<file path="src/rtl/ahb_to_dsram_bridge_if.sv">
// AHB-Lite bus bundle between an AHB master/interconnect and the data-SRAM bridge.
interface ahb_to_dsram_bridge_if #(
  parameter int AW = 18
);
  logic          HSEL;
  logic [AW-1:0] HADDR;
  logic [1:0]    HTRANS;
  logic [2:0]    HSIZE;
  logic          HWRITE;
  logic [31:0]   HWDATA;
  logic          HREADY;
  logic          HREADYOUT;
  logic          HRESP;
  logic [31:0]   HRDATA;

  modport master (
    output HSEL, HADDR, HTRANS, HSIZE, HWRITE, HWDATA, HREADY,
    input  HREADYOUT, HRESP, HRDATA
  );

  modport slave (
    input  HSEL, HADDR, HTRANS, HSIZE, HWRITE, HWDATA, HREADY,
    output HREADYOUT, HRESP, HRDATA
  );
endinterface

</file>
<file path="src/rtl/ahb_to_dsram_bridge.sv">
// Zero-wait AHB-Lite slave driving the data SRAM; a one-entry write buffer absorbs write/read collisions.
// Optional alignment checking with two-cycle ERROR responses is enabled by defining DSRAM_ALIGN_CHECK_EN.
module ahb_to_dsram_bridge #(
  parameter int AW = 18
) (
  input  logic                 HCLK,
  input  logic                 HRESETn,
  ahb_to_dsram_bridge_if.slave ahb,
  output logic [AW-3:0]        SRAMADDR,
  output logic [31:0]          SRAMWDATA,
  output logic [3:0]           SRAMWEN,
  output logic                 SRAMCS,
  input  logic [31:0]          SRAMRDATA
);

  logic          acc_raw;
  logic          acc;
  logic          rd_ap;
  logic          wr_ap;
  logic [AW-3:0] ap_addr;
  logic [3:0]    ap_mask;

  logic          wr_dph;
  logic          rd_dph;
  logic [AW-3:0] dph_addr;
  logic [3:0]    dph_mask;

  logic          buf_pend;
  logic [AW-3:0] buf_addr;
  logic [3:0]    buf_mask;
  logic [31:0]   buf_data;

  logic          sram_cs;
  logic [3:0]    sram_wen;
  logic [31:0]   rdata_merged;

  logic          unused_htrans0;
  assign unused_htrans0 = ahb.HTRANS[0];

  assign acc_raw = ahb.HSEL & ahb.HTRANS[1] & ahb.HREADY;
  assign ap_addr = ahb.HADDR[AW-1:2];
  assign rd_ap   = acc & ~ahb.HWRITE;
  assign wr_ap   = acc & ahb.HWRITE;

  always_comb begin
    case (ahb.HSIZE)
      3'd0:    ap_mask = 4'b0001 << ahb.HADDR[1:0];
      3'd1:    ap_mask = ahb.HADDR[1] ? 4'b1100 : 4'b0011;
      default: ap_mask = 4'b1111;
    endcase
  end

`ifdef DSRAM_ALIGN_CHECK_EN
  typedef enum logic [1:0] {
    ERR_NONE,
    ERR_FIRST,
    ERR_SECOND
  } err_state_t;

  err_state_t err_state;
  logic       misalign;
  logic       hreadyout_q;
  logic       hresp_q;

  always_comb begin
    misalign = (ahb.HSIZE > 3'd2)
             | ((ahb.HSIZE == 3'd1) & ahb.HADDR[0])
             | ((ahb.HSIZE == 3'd2) & (|ahb.HADDR[1:0]));
  end

  assign acc = acc_raw & ~misalign;

  // HREADY is low during ERR_FIRST, so only ERR_NONE/ERR_SECOND can see a new address phase.
  always_ff @(posedge HCLK or negedge HRESETn) begin
    if (!HRESETn) begin
      err_state   <= ERR_NONE;
      hreadyout_q <= 1'b1;
      hresp_q     <= 1'b0;
    end else begin
      case (err_state)
        ERR_FIRST: begin
          err_state   <= ERR_SECOND;
          hreadyout_q <= 1'b1;
          hresp_q     <= 1'b1;
        end
        default: begin
          if (acc_raw & misalign) begin
            err_state   <= ERR_FIRST;
            hreadyout_q <= 1'b0;
            hresp_q     <= 1'b1;
          end else begin
            err_state   <= ERR_NONE;
            hreadyout_q <= 1'b1;
            hresp_q     <= 1'b0;
          end
        end
      endcase
    end
  end

  assign ahb.HREADYOUT = hreadyout_q;
  assign ahb.HRESP     = hresp_q;
`else
  assign acc           = acc_raw;
  assign ahb.HREADYOUT = 1'b1;
  assign ahb.HRESP     = 1'b0;
`endif

  always_ff @(posedge HCLK or negedge HRESETn) begin
    if (!HRESETn) begin
      wr_dph   <= 1'b0;
      rd_dph   <= 1'b0;
      dph_addr <= '0;
      dph_mask <= '0;
    end else if (ahb.HREADY) begin
      wr_dph   <= wr_ap;
      rd_dph   <= rd_ap;
      dph_addr <= ap_addr;
      dph_mask <= ap_mask;
    end
  end

  // A write's own address phase is never a read, so the buffer is always empty when a new write is captured.
  always_ff @(posedge HCLK or negedge HRESETn) begin
    if (!HRESETn) begin
      buf_pend <= 1'b0;
      buf_addr <= '0;
      buf_mask <= '0;
      buf_data <= '0;
    end else if (wr_dph & rd_ap) begin
      buf_pend <= 1'b1;
      buf_addr <= dph_addr;
      buf_mask <= dph_mask;
      buf_data <= ahb.HWDATA;
    end else if (!rd_ap && !wr_dph) begin
      buf_pend <= 1'b0;
    end
  end

  always_comb begin
    sram_cs   = 1'b0;
    sram_wen  = '0;
    SRAMADDR  = ap_addr;
    SRAMWDATA = ahb.HWDATA;
    if (rd_ap) begin
      sram_cs  = 1'b1;
    end else if (wr_dph) begin
      sram_cs  = 1'b1;
      SRAMADDR = dph_addr;
      sram_wen = dph_mask;
    end else if (buf_pend) begin
      sram_cs   = 1'b1;
      SRAMADDR  = buf_addr;
      SRAMWDATA = buf_data;
      sram_wen  = buf_mask;
    end
  end

  assign SRAMCS  = sram_cs & HRESETn;
  assign SRAMWEN = sram_wen & {4{HRESETn}};

  always_comb begin
    rdata_merged = SRAMRDATA;
    if (buf_pend && (buf_addr == dph_addr)) begin
      for (int unsigned i = 0; i < 4; i++) begin
        if (buf_mask[i]) rdata_merged[8*i +: 8] = buf_data[8*i +: 8];
      end
    end
  end

  assign ahb.HRDATA = rd_dph ? rdata_merged : '0;

endmodule

</file>
<file path="src/flat_wrapper.sv">
// flat-port wrapper written by rule: the top's interface ports become plain ports
module ahb_to_dsram_bridge_flat 
#(
  parameter int AW = 18
)
  (HCLK, HRESETn, SRAMADDR, SRAMWDATA, SRAMWEN, SRAMCS, SRAMRDATA, ahb_HSEL, ahb_HADDR, ahb_HTRANS, ahb_HSIZE, ahb_HWRITE, ahb_HWDATA, ahb_HREADY, ahb_HREADYOUT, ahb_HRESP, ahb_HRDATA);
  ahb_to_dsram_bridge_if #(.AW(AW)) ahb_i ();
  input  logic HCLK;
  input  logic HRESETn;
  output logic [AW-3:0] SRAMADDR;
  output logic [31:0] SRAMWDATA;
  output logic [3:0] SRAMWEN;
  output logic SRAMCS;
  input  logic [31:0] SRAMRDATA;
  input wire logic [$bits(ahb_i.HSEL)-1:0] ahb_HSEL;
  input wire logic [$bits(ahb_i.HADDR)-1:0] ahb_HADDR;
  input wire logic [$bits(ahb_i.HTRANS)-1:0] ahb_HTRANS;
  input wire logic [$bits(ahb_i.HSIZE)-1:0] ahb_HSIZE;
  input wire logic [$bits(ahb_i.HWRITE)-1:0] ahb_HWRITE;
  input wire logic [$bits(ahb_i.HWDATA)-1:0] ahb_HWDATA;
  input wire logic [$bits(ahb_i.HREADY)-1:0] ahb_HREADY;
  output wire logic [$bits(ahb_i.HREADYOUT)-1:0] ahb_HREADYOUT;
  output wire logic [$bits(ahb_i.HRESP)-1:0] ahb_HRESP;
  output wire logic [$bits(ahb_i.HRDATA)-1:0] ahb_HRDATA;
  assign ahb_i.HSEL = ahb_HSEL;
  assign ahb_i.HADDR = ahb_HADDR;
  assign ahb_i.HTRANS = ahb_HTRANS;
  assign ahb_i.HSIZE = ahb_HSIZE;
  assign ahb_i.HWRITE = ahb_HWRITE;
  assign ahb_i.HWDATA = ahb_HWDATA;
  assign ahb_i.HREADY = ahb_HREADY;
  assign ahb_HREADYOUT = ahb_i.HREADYOUT;
  assign ahb_HRESP = ahb_i.HRESP;
  assign ahb_HRDATA = ahb_i.HRDATA;
  ahb_to_dsram_bridge #(.AW(AW)) u_core (.HCLK(HCLK), .HRESETn(HRESETn), .ahb(ahb_i), .SRAMADDR(SRAMADDR), .SRAMWDATA(SRAMWDATA), .SRAMWEN(SRAMWEN), .SRAMCS(SRAMCS), .SRAMRDATA(SRAMRDATA));
endmodule
</file>
<file path="config.mk">
export PLATFORM = sky130hd
export DESIGN_NAME = ahb_to_dsram_bridge_flat
export DESIGN_NICKNAME = d
export VERILOG_FILES = /design/src/rtl/ahb_to_dsram_bridge_if.sv /design/src/rtl/ahb_to_dsram_bridge.sv /design/src/flat_wrapper.sv
export SDC_FILE = /design/constraint.sdc
export NUM_CORES = 1
export LEC_CHECK = 0
export ABC_AREA = 1
export CAP_MARGIN = 20
export CORE_MARGIN = 2
export CORE_UTILIZATION = 30
export CTS_CLUSTER_DIAMETER = 50
export CTS_CLUSTER_SIZE = 20
export DETAILED_ROUTE_END_ITERATION = 8
export GPL_TIMING_DRIVEN = 1
export PLACE_DENSITY = 0.55
export SYNTH_ARGS = -nofsm -noshare
export SYNTH_HDL_FRONTEND = slang
export SYNTH_SLANG_ARGS = --single-unit
export TNS_END_PERCENT = 50
</file>
<file path="constraint.sdc">
create_clock -name HCLK -period 3.1 [get_ports HCLK]
set_input_delay 0.31 -clock HCLK [delete_from_list [all_inputs] [get_ports HCLK]]
set_output_delay 0.31 -clock HCLK [all_outputs]
set_load 0.01 [all_outputs]
</file>
==> run summary <==
• **routability cong.** 0.777
• **highest-delay cell along the critical path** clkdlybuf4s50_1
• **height of the chip** 128 µm
• **max-capacitance violation count** 0
• **dominant cells by area after synthesis** dfrtp_1 (41%), nand2_1 (16%), o21ai_0 (11%)
• **final hold violation count** 0
• **Setup Skew** 0.00557 ns
• **I/O pin total** 179
• **actual slew at the worst max-slew pin** 0.937 ns
• **count of flip-flops with a built-in enable after synthesis** 0
• **number of cells produced by synthesis** 685
• **Die X-Extent** 128 µm
• **DRC viols** 0
• **total wire length** 14.6 mm
• **vias in the first global route** 4806
• **number of placement rows** 45
• **initial DRC count** 314
• **outcome** complete, no violations
• **Initial Util** 30.5%
• **count of buffers inserted at the top-level ports** 175
• **clock share of power** 37.3%
• **startpoint class of the critical path** flip-flop
• **Global Route met2 Usage** 31.7%
• **mean instance size in the synthesized netlist** 6.69 µm²
• **clock insertion delay at the later pin of the skew report** 0.33 ns
• **post-CTS setup-driven buffer insertion count** 0
• **switching part of the total power** 29.4%
• **crit-path cells** inv_2, nand2_1, nand4_1, nor2_4, nand3_4, nor2_4, nor2_1, nor2_1, clkdlybuf4s50_1
• **Worst slew margin** 37.5%
• **Netlist cell types** 24
• **critical path's top delay family** simple AND/OR/NAND/NOR gates
• **critical path data arrival time** 2.55 ns
• **Vias/cell** 4.72
• **Post-Syn Area** 0.00458 mm²
• **cell with the most instances after synthesis** nand2_1
• **leakage power** 0.00302 µW
• **area growth from synthesis to final layout** 51.4%
• **clock root cell** clkbuf_16
• **commonest register cell after synthesis** dfrtp_1
• **FF+latch count, synth** 75
• **Setup CP Type** flip-flop to output pin
• **launching point of the worst reg2reg path** u_core.wr_dph
• **Final Util** 46.1%
• **total gr overflow** 0
• **Num Clock Sinks** 75
• **fraction of final layout cells sized beyond drive strength 1** 6.12%
• **part of the cycle the worst path needs** 92.1%
• **global-route wire length before repair** 23.8 mm
• **DPL Wire Length** 10.4 mm
• **setup repair after global routing missed its margin** no
• **all-layer global routing usage** 18.3%
• **critical path peak fanout** 9
• **proportion of register bits with asynchronous set or reset after synthesis** 100%
• **sequential area share after synthesis** 41.0%
• **largest area contributor in the synthesized netlist** dfrtp_1
• **PD cells** 529 mW/mm²
• **count of final max-slew check failures** 0
• **number of nets in the finished design** 938
• **Max clock buf depth** 2
• **Clk pin slew, worst setup/hold paths** 0.06 ns
• **Peak VDD IR** 0.000312 V
• **final-layout setup total negative slack** 0 ns
• **fraction of power consumed by combinational cells** 27.8%
• **Inserted Clock Buffers** 9
• **Post-DRT Antenna Nets** 0
• **Std-Cell Core Area** 0.0150 mm²
• **buffering stage count on the worst path with inverters included** 2
• **number of iterations in the first detailed-routing pass** 4
• **Ant. Diodes** 0
• **Required @ worst endpoint** 2.79 ns
• **shortest clock period the worst path allows after layout** 2.86 ns
• **met3 demand-to-capacity share in global routing** 2.51%
• **peak-usage layer in the global routing report** met2
• **Yosys top cell area share** 41.0%
• **net switching power figure** 1080 µW
• **GR Util met1** 23.5%
• **# H-tree levels** 3
• **YS warnings** 0
• **part of the power in registers** 35.0%
• **pin count of the biggest net entering global routing** 73
• **Cell Int Power** 2590 µW
• **Hold Crit Class** input pin to asynchronous set/reset pin
• **clock tree from TritonCTS** built
• **fmax** 350 MHz
• **Setup violations, final** 0
• **Routed WL per cell** 14.1 µm
• **ranking of synthesized cells by instance count** nand2_1 (197), nor2_1 (113), o21ai_0 (104), dfrtp_1 (75), inv_1 (65)
• **die area** 0.0163 mm²
• **worst setup path startpoint** u_core.dph_addr[6]
• **initial antenna violation count** 0
• **delay of the slowest cell on the worst path** 0.54 ns
• **CP Capture Type** output pin
• **vias** 4895
• **synthesized netlist net count** 778
flip-flops by register name, summed over array words and instances, names as in the netlist:
| name | flops |
|---|---|
| u_core.buf_mask | 4 |
| u_core.rd_dph | 1 |
| u_core.buf_data | 32 |
| u_core.buf_addr | 16 |
| u_core.dph_mask | 4 |
| u_core.dph_addr | 16 |
| u_core.wr_dph | 1 |
| u_core.buf_pend | 1 |
layout make-up:
cell class                      count  area [µm²]
Fill cell                        1492        8100
Multi-Input combinational cell    490        2250
Timing Repair Buffer              189        1880
Sequential cell                    75        1880
Inverter                           80         300
Tap cell                          188         235
Clock buffer                        9         225
Clock inverter                      7         164
metal layers:
| metal | part of all wire, % | wire (µm) |
|---|---|---|
| met5 | 0 | 0 |
| met4 | 1.2 | 174 |
| met2 | 48 | 7060 |
| met1 | 46 | 6700 |
| met3 | 4.8 | 703 |
power groups by stage:
stage          Clock, µW  Sequential, µW  Combinational [µW]
6_report            1370            1280                1020
5_1_grt             1440            1310                1150
4_1_cts             1390            1280                1030
3_5_place_dp           0            1300                1020
3_3_place_gp           0            1290                1010
2_1_floorplan          0            1270                 530
cells by family (layout without fill, tap and decap cells):
group,Yosys count,count (layout),share of synthesized area [%]
adder cells (fa/ha/maj),1,1,0.273
AO/OA/AOI/OAI,133,133,16.1
buffers and inverters,120,285,10.4
flip-flops,75,75,41.0
other,2,2,0.164
AND/OR/NAND/NOR,354,354,32.0
timing repair:
item / CTS / global route
resized for setup: 0 / 0
hold buffers: 1 / 0
hold endpoints to repair: 3 / 0
cell usage in the layout, fill, tap and decap left out, drive strengths merged:
master         synthesis  routed
nand2                197     197
clkdlybuf4s50          0     174
nor2                 119     119
o21ai                104     104
inv                   76      76
dfrtp                 75      75
nand4                 34      34
o221ai                16      16
buf                   22      14
clkbuf                18       9
a21oi                  7       7
clkinv                 4       6
bufinv                 0       5
a22oi                  4       4
nand3                  3       3
conb                   2       2
a31oi                  1       1
o22ai                  1       1
or2                    1       1
ha                     1       1
dlygate4sd3            0       1
final timing paths:
path | end | slack, ns | cells past startpoint
hold / removal | u_core.buf_mask[3] | 0.36 | 2
setup reg to reg | u_core.buf_addr[12] | 1.48 | 3
max in group asynchronous | u_core.buf_data[18] | 1.64 | 3
setup / recovery | ahb_HRDATA[8] | 0.24 | 9
min in group HCLK | u_core.buf_addr[0] | 0.50 | 2
hold reg to reg | u_core.buf_addr[0] | 0.50 | 2
worst register-to-register path, cell delays in order (launching register included):
cell	delay (ns)
dfrtp_1	0.53
ha_4	0.44
buf_12	0.30
o21ai_0	0.21
through the flow:
step / instances / worst slack, ns / power, µW / area, µm² / hold WS, ns
after floorplan: 685 / 1.40 / 1800 / 4580 / 0.0144
after global placement: 1021 / 0.440 / 2300 / 6530 / 0.124
after detailed placement: 1021 / 0.410 / 2320 / 6530 / 0.123
after CTS: 1038 / 0.230 / 3710 / 6930 / 0.363
after global routing: 1038 / 0.0271 / 3890 / 6930 / 0.364
final: 1038 / 0.243 / 3670 / 6930 / 0.356
Note: power is estimated with default switching activity, not from simulation.
